### config.mk
export PLATFORM = sky130hd
export DESIGN_NAME = mmio_bus_flat
export DESIGN_NICKNAME = d
export VERILOG_FILES = /design/src/rtl/mmio_bus_if.sv /design/src/rtl/mmio_bus.sv /design/src/flat_wrapper.sv
export SDC_FILE = /design/constraint.sdc
export NUM_CORES = 1
export LEC_CHECK = 0
export BUFFER_PORTS_ARGS = -buffer_cell sky130_fd_sc_hd__clkbuf_2
export CAP_MARGIN = 10
export CORE_ASPECT_RATIO = 0.8
export CORE_MARGIN = 4
export CORE_UTILIZATION = 57
export CTS_CLUSTER_SIZE = 10
export DETAILED_ROUTE_END_ITERATION = 6
export PLACE_DENSITY_LB_ADDON = 0.1
export RECOVER_POWER = 25
export SLEW_MARGIN = 40
export SYNTH_ARGS = -nofsm -noshare
export SYNTH_HDL_FRONTEND = slang
export SYNTH_SLANG_ARGS = --single-unit
### constraint.sdc
create_clock -name clk -period 2.8 [get_ports clk]
set_input_delay 0.28 -clock clk [delete_from_list [all_inputs] [get_ports clk]]
set_output_delay 0.28 -clock clk [all_outputs]
set_load 0.02 [all_outputs]
### src/rtl/mmio_bus_if.sv
// CPU-side bus of the memory-mapped I/O decoder: word address, write data,
// write strobe and combinational read data.
interface mmio_bus_if;
    logic [15:0] addr;
    logic [15:0] din;
    logic        we;
    logic [15:0] dout;

    modport master (output addr, din, we, input dout);
    modport slave  (input addr, din, we, output dout);
endinterface

### src/rtl/mmio_bus.sv
// Memory-mapped I/O decoder: lower 32K words pass through to external RAM,
// upper half holds GPIO port pairs, edge-change flags and a down-counting timer.
module mmio_bus #(
    parameter int IO_WIDTH  = 4,
    parameter int NUM_PORTS = 2
) (
    input  logic                          clk,
    input  logic                          rst_n,
    mmio_bus_if.slave                     bus,
    output logic [14:0]                   ram_addr,
    output logic [15:0]                   ram_din,
    output logic                          ram_we,
    input  logic [15:0]                   ram_dout,
    input  logic [NUM_PORTS*IO_WIDTH-1:0] io_in,
    output logic [NUM_PORTS*IO_WIDTH-1:0] io_out,
    output logic                          irq
);
    localparam int PW = NUM_PORTS * IO_WIDTH;

    localparam logic [2:0] R_EDGE_FLAGS = 3'd0;
    localparam logic [2:0] R_EDGE_MASK  = 3'd1;
    localparam logic [2:0] R_CTRL       = 3'd2;
    localparam logic [2:0] R_COUNT      = 3'd3;
    localparam logic [2:0] R_RELOAD     = 3'd4;
    localparam logic [2:0] R_STATUS     = 3'd5;

    logic                 ram_sel, gpio_sel, ctl_sel;
    logic [4:0]           port_idx;
    logic [2:0]           reg_off;
    logic                 wr_flags, wr_mask, wr_ctrl, wr_count, wr_reload, wr_status;

    logic [PW-1:0]        sync1, sync2, prev;
    logic [NUM_PORTS-1:0] edge_flags, edge_mask, edge_hit;
    logic [2:0]           ctrl;
    logic [15:0]          count, reload;
    logic                 tflag;

    logic [PW-1:0]        io_out_n;
    logic [NUM_PORTS-1:0] flags_n, mask_n;
    logic [2:0]           ctrl_n;
    logic [15:0]          count_n, reload_n, rdata;
    logic                 tflag_n, tflag_set;

    assign ram_sel  = ~bus.addr[15];
    assign gpio_sel = (bus.addr[15:6] == 10'b10_0000_0000);
    assign ctl_sel  = (bus.addr[15:3] == 13'h1008);
    assign port_idx = bus.addr[5:1];
    assign reg_off  = bus.addr[2:0];

    assign ram_addr = bus.addr[14:0];
    assign ram_din  = bus.din;
    assign ram_we   = bus.we & ram_sel;

    assign wr_flags  = bus.we & ctl_sel & (reg_off == R_EDGE_FLAGS);
    assign wr_mask   = bus.we & ctl_sel & (reg_off == R_EDGE_MASK);
    assign wr_ctrl   = bus.we & ctl_sel & (reg_off == R_CTRL);
    assign wr_count  = bus.we & ctl_sel & (reg_off == R_COUNT);
    assign wr_reload = bus.we & ctl_sel & (reg_off == R_RELOAD);
    assign wr_status = bus.we & ctl_sel & (reg_off == R_STATUS);

    // Read mux; unmapped addresses and absent ports fall through to zero.
    always_comb begin
        // NOTE: every combinational output gets a default first so no path leaves it unassigned (no latch).
        rdata = '0;
        if (ram_sel) begin
            rdata = ram_dout;
        end else if (gpio_sel) begin
            for (int i = 0; i < NUM_PORTS; i++) begin
                if (port_idx == 5'(i))
                    rdata[IO_WIDTH-1:0] = bus.addr[0] ? sync2[i*IO_WIDTH +: IO_WIDTH]
                                                      : io_out[i*IO_WIDTH +: IO_WIDTH];
            end
        end else if (ctl_sel) begin
            case (reg_off)
                R_EDGE_FLAGS: rdata[NUM_PORTS-1:0] = edge_flags;
                R_EDGE_MASK:  rdata[NUM_PORTS-1:0] = edge_mask;
                R_CTRL:       rdata[2:0]           = ctrl;
                R_COUNT:      rdata                = count;
                R_RELOAD:     rdata                = reload;
                R_STATUS:     rdata[0]             = tflag;
                default:      ;
            endcase
        end
    end

    assign bus.dout = rdata;

    always_comb begin
        io_out_n = io_out;
        for (int i = 0; i < NUM_PORTS; i++) begin
            edge_hit[i] = |(sync2[i*IO_WIDTH +: IO_WIDTH] ^ prev[i*IO_WIDTH +: IO_WIDTH]);
            if (bus.we && gpio_sel && !bus.addr[0] && port_idx == 5'(i))
                io_out_n[i*IO_WIDTH +: IO_WIDTH] = bus.din[IO_WIDTH-1:0];
        end
        // Hardware set wins over a simultaneous write-1-to-clear.
        flags_n  = (edge_flags & ~(wr_flags ? bus.din[NUM_PORTS-1:0] : '0)) | edge_hit;
        mask_n   = wr_mask ? bus.din[NUM_PORTS-1:0] : edge_mask;
        reload_n = wr_reload ? bus.din : reload;

        count_n   = count;
        ctrl_n    = ctrl;
        tflag_set = 1'b0;
        if (ctrl[0]) begin
            if (count != 16'd0) begin
                count_n = count - 16'd1;
            end else begin
                tflag_set = 1'b1;
                if (ctrl[1]) count_n   = reload;
                else         ctrl_n[0] = 1'b0;
            end
        end
        // CPU writes override the timer's own update; the zero flag still sets.
        if (wr_count) count_n = bus.din;
        if (wr_ctrl)  ctrl_n  = bus.din[2:0];
        tflag_n = (tflag & ~(wr_status & bus.din[0])) | tflag_set;
    end

    always_ff @(posedge clk) begin
        // NOTE: state registers use non-blocking assignments so every flop samples pre-edge values.
        if (!rst_n) begin
            sync1      <= '0;
            sync2      <= '0;
            prev       <= '0;
            io_out     <= '0;
            edge_flags <= '0;
            edge_mask  <= '0;
            ctrl       <= '0;
            count      <= '0;
            reload     <= '0;
            tflag      <= 1'b0;
            irq        <= 1'b0;
        end else begin
            sync1      <= io_in;
            sync2      <= sync1;
            prev       <= sync2;
            io_out     <= io_out_n;
            edge_flags <= flags_n;
            edge_mask  <= mask_n;
            ctrl       <= ctrl_n;
            count      <= count_n;
            reload     <= reload_n;
            tflag      <= tflag_n;
            irq        <= (|(edge_flags & edge_mask)) | (tflag & ctrl[2]);
        end
    end
endmodule

### src/flat_wrapper.sv
// flat-port wrapper written by rule: the top's interface ports become plain ports
module mmio_bus_flat 
#(
    parameter int IO_WIDTH  = 4,
    parameter int NUM_PORTS = 2
)
  (clk, rst_n, ram_addr, ram_din, ram_we, ram_dout, io_in, io_out, irq, bus_addr, bus_din, bus_we, bus_dout);
  mmio_bus_if bus_i ();
  input  logic clk;
  input  logic rst_n;
  output logic [14:0] ram_addr;
  output logic [15:0] ram_din;
  output logic ram_we;
  input  logic [15:0] ram_dout;
  input  logic [NUM_PORTS*IO_WIDTH-1:0] io_in;
  output logic [NUM_PORTS*IO_WIDTH-1:0] io_out;
  output logic irq;
  input wire logic [$bits(bus_i.addr)-1:0] bus_addr;
  input wire logic [$bits(bus_i.din)-1:0] bus_din;
  input wire logic [$bits(bus_i.we)-1:0] bus_we;
  output wire logic [$bits(bus_i.dout)-1:0] bus_dout;
  assign bus_i.addr = bus_addr;
  assign bus_i.din = bus_din;
  assign bus_i.we = bus_we;
  assign bus_dout = bus_i.dout;
  mmio_bus #(.IO_WIDTH(IO_WIDTH), .NUM_PORTS(NUM_PORTS)) u_core (.clk(clk), .rst_n(rst_n), .bus(bus_i), .ram_addr(ram_addr), .ram_din(ram_din), .ram_we(ram_we), .ram_dout(ram_dout), .io_in(io_in), .io_out(io_out), .irq(irq));
endmodule
==> reports/qor.yml, run 1 <==
status:
  status: "finished, violations left"
  failed_checks: "max-capacitance violations, max-slew violations"
timing:
  timing.setup.tns_ns: 0
  finalSetupViolCount: 0
  finalHoldViolCount: 0
  max_freq_ghz: 0.442
  min_period_ns: 2.26
  relSlewSlack: -0.321
  min_period_over_period: 0.808
  rsz0062_at_grt: "false"
  fin_skew_ns: 0.00797
  worst_slew_pin_slew_ns: 1.98
  maxSlewViolCount: 54
drt:
  vias_per_cell: 5.94
  drcViolationCount: 0
  drtPass1Iterations: 5
  first_iter_violations: 371
  wire_per_inst_um: 17.2
  vias: 4024
  drtAntennaViolNets: 0
  totalWireLength_um: 11700
critical_path:
  path_class: "in2reg"
  r2r-start: "u_core.count[11]$_SDFFE_PN0P_"
  cp_max_fo: 53
  critPathSlowestCell: "clkbuf_1"
  crit_start: "rst_n"
  slowest_delay_ns: 1.39
  cp.required_ns: 3.06
  cp.arrival_ns: 2.53
  cp-end-kind: "register"
  path_cells: "clkbuf_1, nand2_1, o32ai_1"
  worst_setup_path_start_kind: "input port"
global_route:
  grt_usage: 0.261
  grt_overflow: 0
  grt_first_pass_wirelength_um: 18900
  grt_pass1_vias: 3683
  grt_max_degree: 54
  antenna_found_initial: 0
cells_and_area:
  stdcell_count: 678
  fin_nets: 647
  area_growth_pct: 14.4
  diodes: 0
  drive_above_1_share: 0.242
logic_synthesis:
  synth-seq-cells: 73
  muxShareOfSynthArea: 0.0797
  synth.top_cell.area_share: 0.346
  synth_compound_area_frac: 0.201
  synth-simple-area-share: 0.238
  syn_area_per_cell_um2: 8.32
  ys_types: 59
  yosysWarnings: 0
  synthAdderAreaFrac: 0.00592
  async_flop_share: 0
  ys.flop_type: "dfxtp_1"
  yosys.area_share.xor_xnor: 0.0207
  syn_inst: 508
  synthesis.nets: 569
  synth_edf_count: 0
  netlist_area_mm2: 0.00423
  synth_top_family_by_area: "simple AND/OR/NAND/NOR gates"
  ys_seq_area_frac: 0.346
  ys_top_cells_by_count: "dfxtp_1, nand2_1, buf_4, mux2i_1, inv_1"
  synth_area_leaders: "dfxtp_1, mux2i_1, buf_4"
  netlist.top_cell.by_area: "dfxtp_1"
  synth_most_common_cell: "dfxtp_1"
clock_tree:
  clk_pin_slew_worst_paths_ns: 0.09
  numCtsBuffers: 9
  htreeDepth: 3
  post_cts_buffers: 0
  insertion_delay_ns: 0.36
  clock-sinks: 73
  tritoncts: "done"
  postCtsHoldBufs: 0
  post_cts_resize_count: 0
  root_buffer: "clkbuf_8"
  clock_path_buffers: 2
power:
  peakVddDrop_uv: 292
  power.density_mw_per_mm2: 456
  power_leakage_nw: 1.95
placed_design:
  portBuffers: 115
  gp_congestion: 0.966
  dp_hpwl_um: 8540
  post-place-cells: 662
hold_path:
  min_path_type: "in2reg"
  worstHoldStart: "io_in[2]"
die:
  dieArea_mm2: 0.00886
  dieHeight_um: 85.0
  rows: 27
  die_w_um: 104
  core_mm2: 0.00703
  initial_utilization: 0.601
  num_io_pins: 116
flow_run:
  max-cap-violations: 1
==> report_power, final <==
group	total (mW)	switching, mW	leakage, nW	internal (mW)
combinational	0.244	0.150	1.26	0.0936
clock	0.893	0.463	0.103	0.431
sequential	1.06	0.0105	0.593	1.05
==> placed cells by master (no fill, tap or decap), drive strengths merged, types with 6 or more instances in the layout <==
cell type and count:
o21ai 22, nor3 6, a21boi 18, nor4 7, and2 24, a21oi 13
mux2i 28, dfxtp 73, clkbuf 124, xnor2 10, nand4 7, nand2 57
nor2b 18, a22oi 15, inv 30, a31oi 10, buf 14, nand3 19
nand2b 8, o22ai 18, nor2 14
==> sequential cells by signal, summed over array words and instances, names as in the netlist <==
register	cells
u_core.count	16
u_core.reload	16
u_core.io_out	8
u_core.prev	8
u_core.sync1	8
u_core.sync2	8
u_core.ctrl	3
u_core.edge_flags	2
u_core.edge_mask	2
u_core.irq	1
u_core.tflag	1
==> path summary, 6_finish.rpt <==
path / slack [ns] / endpoint / cells after the start
setup / recovery: 0.54 / u_core.count[8]$_SDFFE_PN0P_ / 3
hold / removal: 0.13 / u_core.sync1[2]$_SDFF_PN0_ / 2
setup reg to reg: 0.60 / u_core.count[9]$_SDFFE_PN0P_ / 5
hold reg to reg: 0.43 / u_core.sync2[7]$_SDFF_PN0_ / 1
==> worst max-delay path: cells and delay by family <==
family	cells	cell delay [ns]
AND/OR/NAND/NOR	1	0.44
AO/OA/AOI/OAI	1	0.39
buffers and inverters	1	1.39
==> kinds of logic (layout without fill, tap and decap cells) <==
kind of cell	Yosys count	in the layout
simple gates	179	179
compound gates	124	124
buf+inv	87	170
flops	73	73
mux	33	33
xor+xnor	10	10
fa+ha+maj	2	2
==> final cells by class <==
class,count,area (um2)
clock buffer,9,124
sequential,73,1460
clock inverter,7,83.8
fill,618,2190
timing repair buffer,129,654
tap,87,109
multi-input combinational,348,2310
inverter,25,93.8
==> through the flow <==
step	worst slack, ns	total power, mW	hold slack, ns	instance area [um2]	utilization
CTS	0.659	2.22	0.112	4860	0.691
detailed placement	0.587	1.34	0.417	4650	0.662
global route	0.350	2.29	0.112	4830	0.688
floorplan	0.810	1.26	0.407	4230	-
global placement	0.715	1.33	0.413	4650	0.662
finish	0.537	2.20	0.127	4830	0.688
==> per-layer routing <==
metal | up-vias | track usage | wire [um]
met2 | 230 | 0.382 | 5030
met4 | 0 | 0.0580 | 85
met3 | 10 | 0.0745 | 1240
met1 | 1845 | 0.379 | 5300
met5 | - | 0 | 0
li1 | 1939 | - | -
Power figures use the tool's default switching activity.
==> inputs of run 2 (changes only) <==
- CORE_UTILIZATION: 57 -> 53
- clock period: 2.8 -> 2.2 ns (I/O delays scaled with it)
==> run 2 against run 1 <==
Against the previous run: the flow now finishes without violations; clock power grew 25%; register-to-register slack lost 0.45 ns; count of clock-buffer cells in the layout is the same; highest routed layer unchanged; die area grew 6.9%; non-clock buffer count grew 6; via count grew 1.3%; global-route usage shrank 1.4 points; combinational power grew 28%; final cell count grew 3.5%; critical path depth grew 4; design area grew 1.6%.
==> reports/qor.yml, run 2 (synthesized netlist as in run 1, its figures left out) <==
status:
  status: "complete, no violations"
power:
  peakVddDrop_uv: 420  # +44%
  power.density_mw_per_mm2: 569  # +25%
  p_total_mw: 2.79  # +27%
  power_leakage_nw: 1.99  # +2.1%
timing:
  whs_ns: 0.0658  # -0.0612 ns
  min_period_over_period: 0.932
  maxSlewViolCount: 0  # -100%
  worst_slew_pin_slew_ns: 1.06  # -0.923 ns
  min_period_ns: 2.05
  max_freq_ghz: 0.488
  rsz0062_at_grt: "false"
  finalHoldViolCount: 0  # unchanged
  relSlewSlack: 0.295  # +0.615
  timing.setup.tns_ns: 0  # unchanged
  finalSetupViolCount: 0  # unchanged
  timing.final.ws_setup_ns: 0.149  # -0.388 ns
  fin_skew_ns: 0.0145  # +0.00651 ns
placed_design:
  pre_cts_ws_ns: 0.120  # -0.467 ns
  portBuffers: 115  # unchanged
  post-place-cells: 686  # +3.6%
  gp_congestion: 0.971  # +0.52%
  dp_hpwl_um: 8540  # about the same
die:
  core_mm2: 0.00757  # +7.7%
  rows: 28  # +3.7%
  die_w_um: 108  # +3.4%
  initial_utilization: 0.558  # -0.0430
  dieHeight_um: 87.9  # +3.4%
  dieArea_mm2: 0.00947  # +6.9%
  num_io_pins: 116  # unchanged
drt:
  drtPass1Iterations: 5  # unchanged
  drcViolationCount: 0  # unchanged
  wire_per_inst_um: 16.5  # -4.3%
  vias: 4076  # +1.3%
  drtAntennaViolNets: 0  # unchanged
  totalWireLength_um: 11600  # -0.93%
  vias_per_cell: 5.81  # -2.2%
  first_iter_violations: 287  # -23%
clock_tree:
  clock_path_buffers: 2  # unchanged
  insertion_delay_ns: 0.35  # about the same
  tritoncts: "done"
  clk_pin_slew_worst_paths_ns: 0.09  # about the same
  root_buffer: "clkbuf_8"
  numCtsBuffers: 9  # unchanged
  postCtsHoldBufs: 0  # unchanged
  htreeDepth: 3  # unchanged
  clock-sinks: 73  # unchanged
  post_cts_buffers: 0  # unchanged
critical_path:
  path_class: "reg2reg"
  cp_max_fo: 6  # -89%
  cp-end-kind: "register"
  critPathSlowestCell: "o31a_1"
  cp.required_ns: 2.43  # -0.63 ns
  critPathBufInv: 1  # unchanged
  cp.depth: 7  # +4
  path_cells: "inv_1, ha_1, nor2b_2, nand2_1, o31a_1, a32oi_1, a21oi_1"
  worst-r2r-cell-count: 7  # +2
  slowest_delay_ns: 0.38  # -1.01 ns
  crit_family: "compound AO/OA/AOI/OAI gates"
  worst_setup_path_start_kind: "register"
  cp.arrival_ns: 2.28  # -0.25 ns
global_route:
  grt_max_degree: 32  # -41%
  grt_pass1_vias: 3656  # -0.73%
  antenna_found_initial: 0  # unchanged
  grt_first_pass_wirelength_um: 18600  # -1.5%
  grt_overflow: 0  # unchanged
  grt_usage: 0.247  # -0.0139
cells_and_area:
  stdcell_count: 702  # +3.5%
  fin_nets: 653  # +0.93%
  final_common_cell: "clkbuf_2"
  drive_above_1_share: 0.258  # +0.0160
  area_growth_pct: 16.1
  diodes: 0  # unchanged
  top_regs: "u_core.count (16), u_core.reload (16)"
  layout_common_cells: "clkbuf_2, dfxtp_1, nand2_1"
flow_run:
  max-cap-violations: 0  # -1
hold_path:
  min_path_type: "in2reg"
  hold_path_depth: 2  # unchanged
run 2: cell types whose count changed in the layout (fill, tap and decap cells not counted), sizes merged:
cell	before	now
buf	14	20
run 2: final timing paths:
| path | startpoint | endpoint | slack [ns] |
|---|---|---|---|
| setup / recovery | u_core.count[0]$_SDFFE_PN0P_ | u_core.count[14]$_SDFFE_PN0P_ | 0.15 |
| hold reg to reg | u_core.sync1[0]$_SDFF_PN0_ | u_core.sync2[0]$_SDFF_PN0_ | 0.44 |
| setup reg to reg | u_core.count[0]$_SDFFE_PN0P_ | u_core.count[14]$_SDFFE_PN0P_ | 0.15 |
| hold / removal | io_in[3] | u_core.sync1[3]$_SDFF_PN0_ | 0.07 |
run 2: layout make-up:
cell class	count	area, um2
clock buffer	9	124
clock inverter	7	83.8
fill	699	2660
inverter	25	93.8
multi-input combinational	348	2310
sequential	73	1460
tap	105	131
timing repair buffer	135	704
run 2: per-stage QoR:
step                 util  area (um2)
floorplan               -        4230
global placement    0.624        4720
detailed placement  0.624        4720
CTS                 0.651        4930
global route        0.648        4910
finish              0.648        4910
run 2: per-layer routing:
layer | track usage | part of all wire | vias up
met5 | 0 | 0 | -
met4 | 0.0631 | 0.0099 | 0
met3 | 0.0427 | 0.088 | 12
met2 | 0.364 | 0.43 | 210
met1 | 0.373 | 0.47 | 1900
li1 | - | - | 1954
run 2: worst reg2reg max path, cell delays in order (launching register included):
cell	delay, ns
dfxtp_1	0.36
inv_1	0.11
ha_1	0.24
nor2b_2	0.31
nand2_1	0.23
o31a_1	0.38
a32oi_1	0.22
a21oi_1	0.08
run 2: where the power goes:
part | internal, mW | total, mW | leakage [nW] | switching [mW]
logic | 0.122 | 0.313 | 1.30 | 0.192
registers | 1.34 | 1.36 | 0.593 | 0.0135
clock network | 0.548 | 1.12 | 0.103 | 0.575
run 2: what timing repair did:
action                     CTS  global route
resized for setup            0             1
setup endpoints to repair    0            10
hold endpoints to repair     0             0
==> inputs of run 3 (changes only) <==
- CORE_UTILIZATION: 53 -> 48
- clock period: 2.2 -> 1.8 ns (I/O delays scaled with it)
==> run 3 against run 2 <==
Against the previous run: the run now ends with negative setup slack left; wire length increased by 7.7%; final cell count increased by 6.8%; total power grew 23%; count of clock-buffer cells in the layout stayed put; critical path type unchanged; critical endpoint is now u_core.count[9]$_SDFFE_PN0P_; highest routed layer unchanged.
==> reports/qor.yml, run 3 (synthesized netlist as in run 1, its figures left out) <==
critical_path:
  critPathSlowestCell: "or4_4"
  worst_setup_path_start_kind: "register"
  worst-r2r-cell-count: 5  # -2
  cp_max_fo: 4  # -2
  path_cells: "or4_4, nor3_4, mux2_4, a32oi_1, a21oi_1"
  path_class: "reg2reg"
  slowest_delay_ns: 0.57  # +0.19 ns
  cp.arrival_ns: 2.07  # -0.21 ns
  cp-end-kind: "register"
  cp.required_ns: 2.05  # -0.38 ns
power:
  peakVddDrop_uv: 610  # +45%
  power_leakage_nw: 2.21  # +11%
  p_total_mw: 3.44  # +23%
  power.density_mw_per_mm2: 643  # +13%
global_route:
  grt_max_degree: 26  # -19%
  grt_pass1_vias: 3854  # +5.4%
  grt_first_pass_wirelength_um: 19800  # +6.4%
  grt_usage: 0.238  # -0.00924
  antenna_found_initial: 0  # unchanged
  grt_overflow: 0  # unchanged
die:
  rows: 30  # +7.1%
  dieHeight_um: 91.9  # +4.6%
  num_io_pins: 116  # unchanged
  dieArea_mm2: 0.0104  # +9.5%
  die_w_um: 113  # +4.7%
  initial_utilization: 0.496  # -0.0625
  core_mm2: 0.00852  # +13%
cells_and_area:
  nFillCells: 784  # +12%
  fin_nets: 694  # +6.3%
  diodes: 0  # unchanged
  final_common_cell: "clkbuf_2"
  top_regs: "u_core.count (16), u_core.reload (16)"
  area_growth_pct: 26.5
  stdcell_count: 750  # +6.8%
  layout_common_cells: "clkbuf_2, dfxtp_1, buf_4"
  drive_above_1_share: 0.328  # +0.0696
timing:
  timing.final.ws_setup_ns: -0.0195  # -0.169 ns
  fin_skew_ns: 0.00891  # -0.00557 ns
  finalSetupViolCount: 2  # +2
  relSlewSlack: 0.750  # +0.456
  min_period_ns: 1.82  # -0.231 ns
  rsz0062_at_grt: "true"
  maxSlewViolCount: 0  # unchanged
  finalHoldViolCount: 0  # unchanged
  min_period_over_period: 1.01  # +0.0787
  worst_slew_pin_slew_ns: 0.371  # -0.687 ns
  max_freq_ghz: 0.550  # +13%
drt:
  wire_per_inst_um: 16.6  # +0.78%
  totalWireLength_um: 12400  # +7.7%
  vias_per_cell: 5.61  # -3.4%
  drcViolationCount: 0  # unchanged
  drtPass1Iterations: 6  # +1
  vias: 4205  # +3.2%
  first_iter_violations: 278  # -3.1%
  drtAntennaViolNets: 0  # unchanged
clock_tree:
  numCtsBuffers: 9  # unchanged
  clock-sinks: 73  # unchanged
  clock_path_buffers: 2  # unchanged
  htreeDepth: 3  # unchanged
  tritoncts: "done"
  clk_pin_slew_worst_paths_ns: 0.09  # about the same
  insertion_delay_ns: 0.36  # about the same
  postCtsHoldBufs: 0  # unchanged
  root_buffer: "clkbuf_8"
placed_design:
  gp_congestion: 0.911  # -6.2%
  post-place-cells: 729  # +6.3%
  dp_hpwl_um: 9170  # +7.4%
  portBuffers: 115  # unchanged
hold_path:
  min_path_type: "in2reg"
  hold_path_depth: 2  # unchanged
status:
  status: "finished, violations left"
  failed_checks: "negative setup slack"
flow_run:
  max-cap-violations: 0  # unchanged
==> run 3: worst paths after layout <==
kind	slack, ns	to	start
max	-0.02	u_core.count[9]$_SDFFE_PN0P_	u_core.count[12]$_SDFFE_PN0P_
min reg2reg	0.44	u_core.sync2[0]$_SDFF_PN0_	u_core.sync1[0]$_SDFF_PN0_
min	0.02	u_core.sync1[3]$_SDFF_PN0_	io_in[3]
max reg2reg	-0.02	u_core.count[9]$_SDFFE_PN0P_	u_core.count[12]$_SDFFE_PN0P_
==> run 3: metal layers <==
metal / vias up / global-route usage / part of all wire
met2: 194 / 0.355 / 0.43
met4: 0 / 0.0541 / 0.0075
met5: - / 0 / 0
li1: 2036 / - / -
met1: 1966 / 0.349 / 0.46
met3: 9 / 0.0508 / 0.096
==> run 3: repair_timing <==
item,4_1_cts,5_1_grt
setup buffers,0,5
pin swaps,1,9
setup endpoints to repair,9,12
resized for setup,11,24
==> run 3: worst max-delay path: cells and delay by family (launching register included) <==
| family | cells | cell delay [ns] |
|---|---|---|
| flip-flops | 1 | 0.35 |
| AO/OA/AOI/OAI | 2 | 0.26 |
| multiplexers | 1 | 0.32 |
| AND/OR/NAND/NOR | 2 | 0.79 |
==> run 3: metrics by stage <==
stage / hold WS, ns / TNS (ns) / util / worst slack (ns) / cell area [um2]
after CTS: 0.00823 / 0 / 0.620 / 0.000244 / 5280
after global placement: 0.386 / -0.151 / 0.590 / -0.0377 / 5020
final: 0.0231 / -0.0355 / 0.627 / -0.0195 / 5350
after detailed placement: 0.389 / -0.775 / 0.590 / -0.0760 / 5020
after floorplan: 0.307 / -0.0291 / - / -0.0146 / 4240
after global routing: 0.0110 / -0.252 / 0.627 / -0.0781 / 5350
==> run 3: cell type report <==
cell class / count / area (um2) / area share
inverter: 25 / 93.8 / 0.0176
clock inverter: 7 / 86.3 / 0.0162
sequential: 73 / 1480 / 0.276
clock buffer: 9 / 124 / 0.0232
timing repair buffer: 176 / 1030 / 0.193
tap: 112 / 140 / 0.0262
multi-input combinational: 348 / 2390 / 0.448
==> run 3: power by group <==
| group | leakage, nW | internal [mW] | total [mW] | switching [mW] |
|---|---|---|---|---|
| registers | 0.598 | 1.64 | 1.66 | 0.0172 |
| clock network | 0.104 | 0.672 | 1.39 | 0.717 |
| logic | 1.51 | 0.155 | 0.394 | 0.239 |
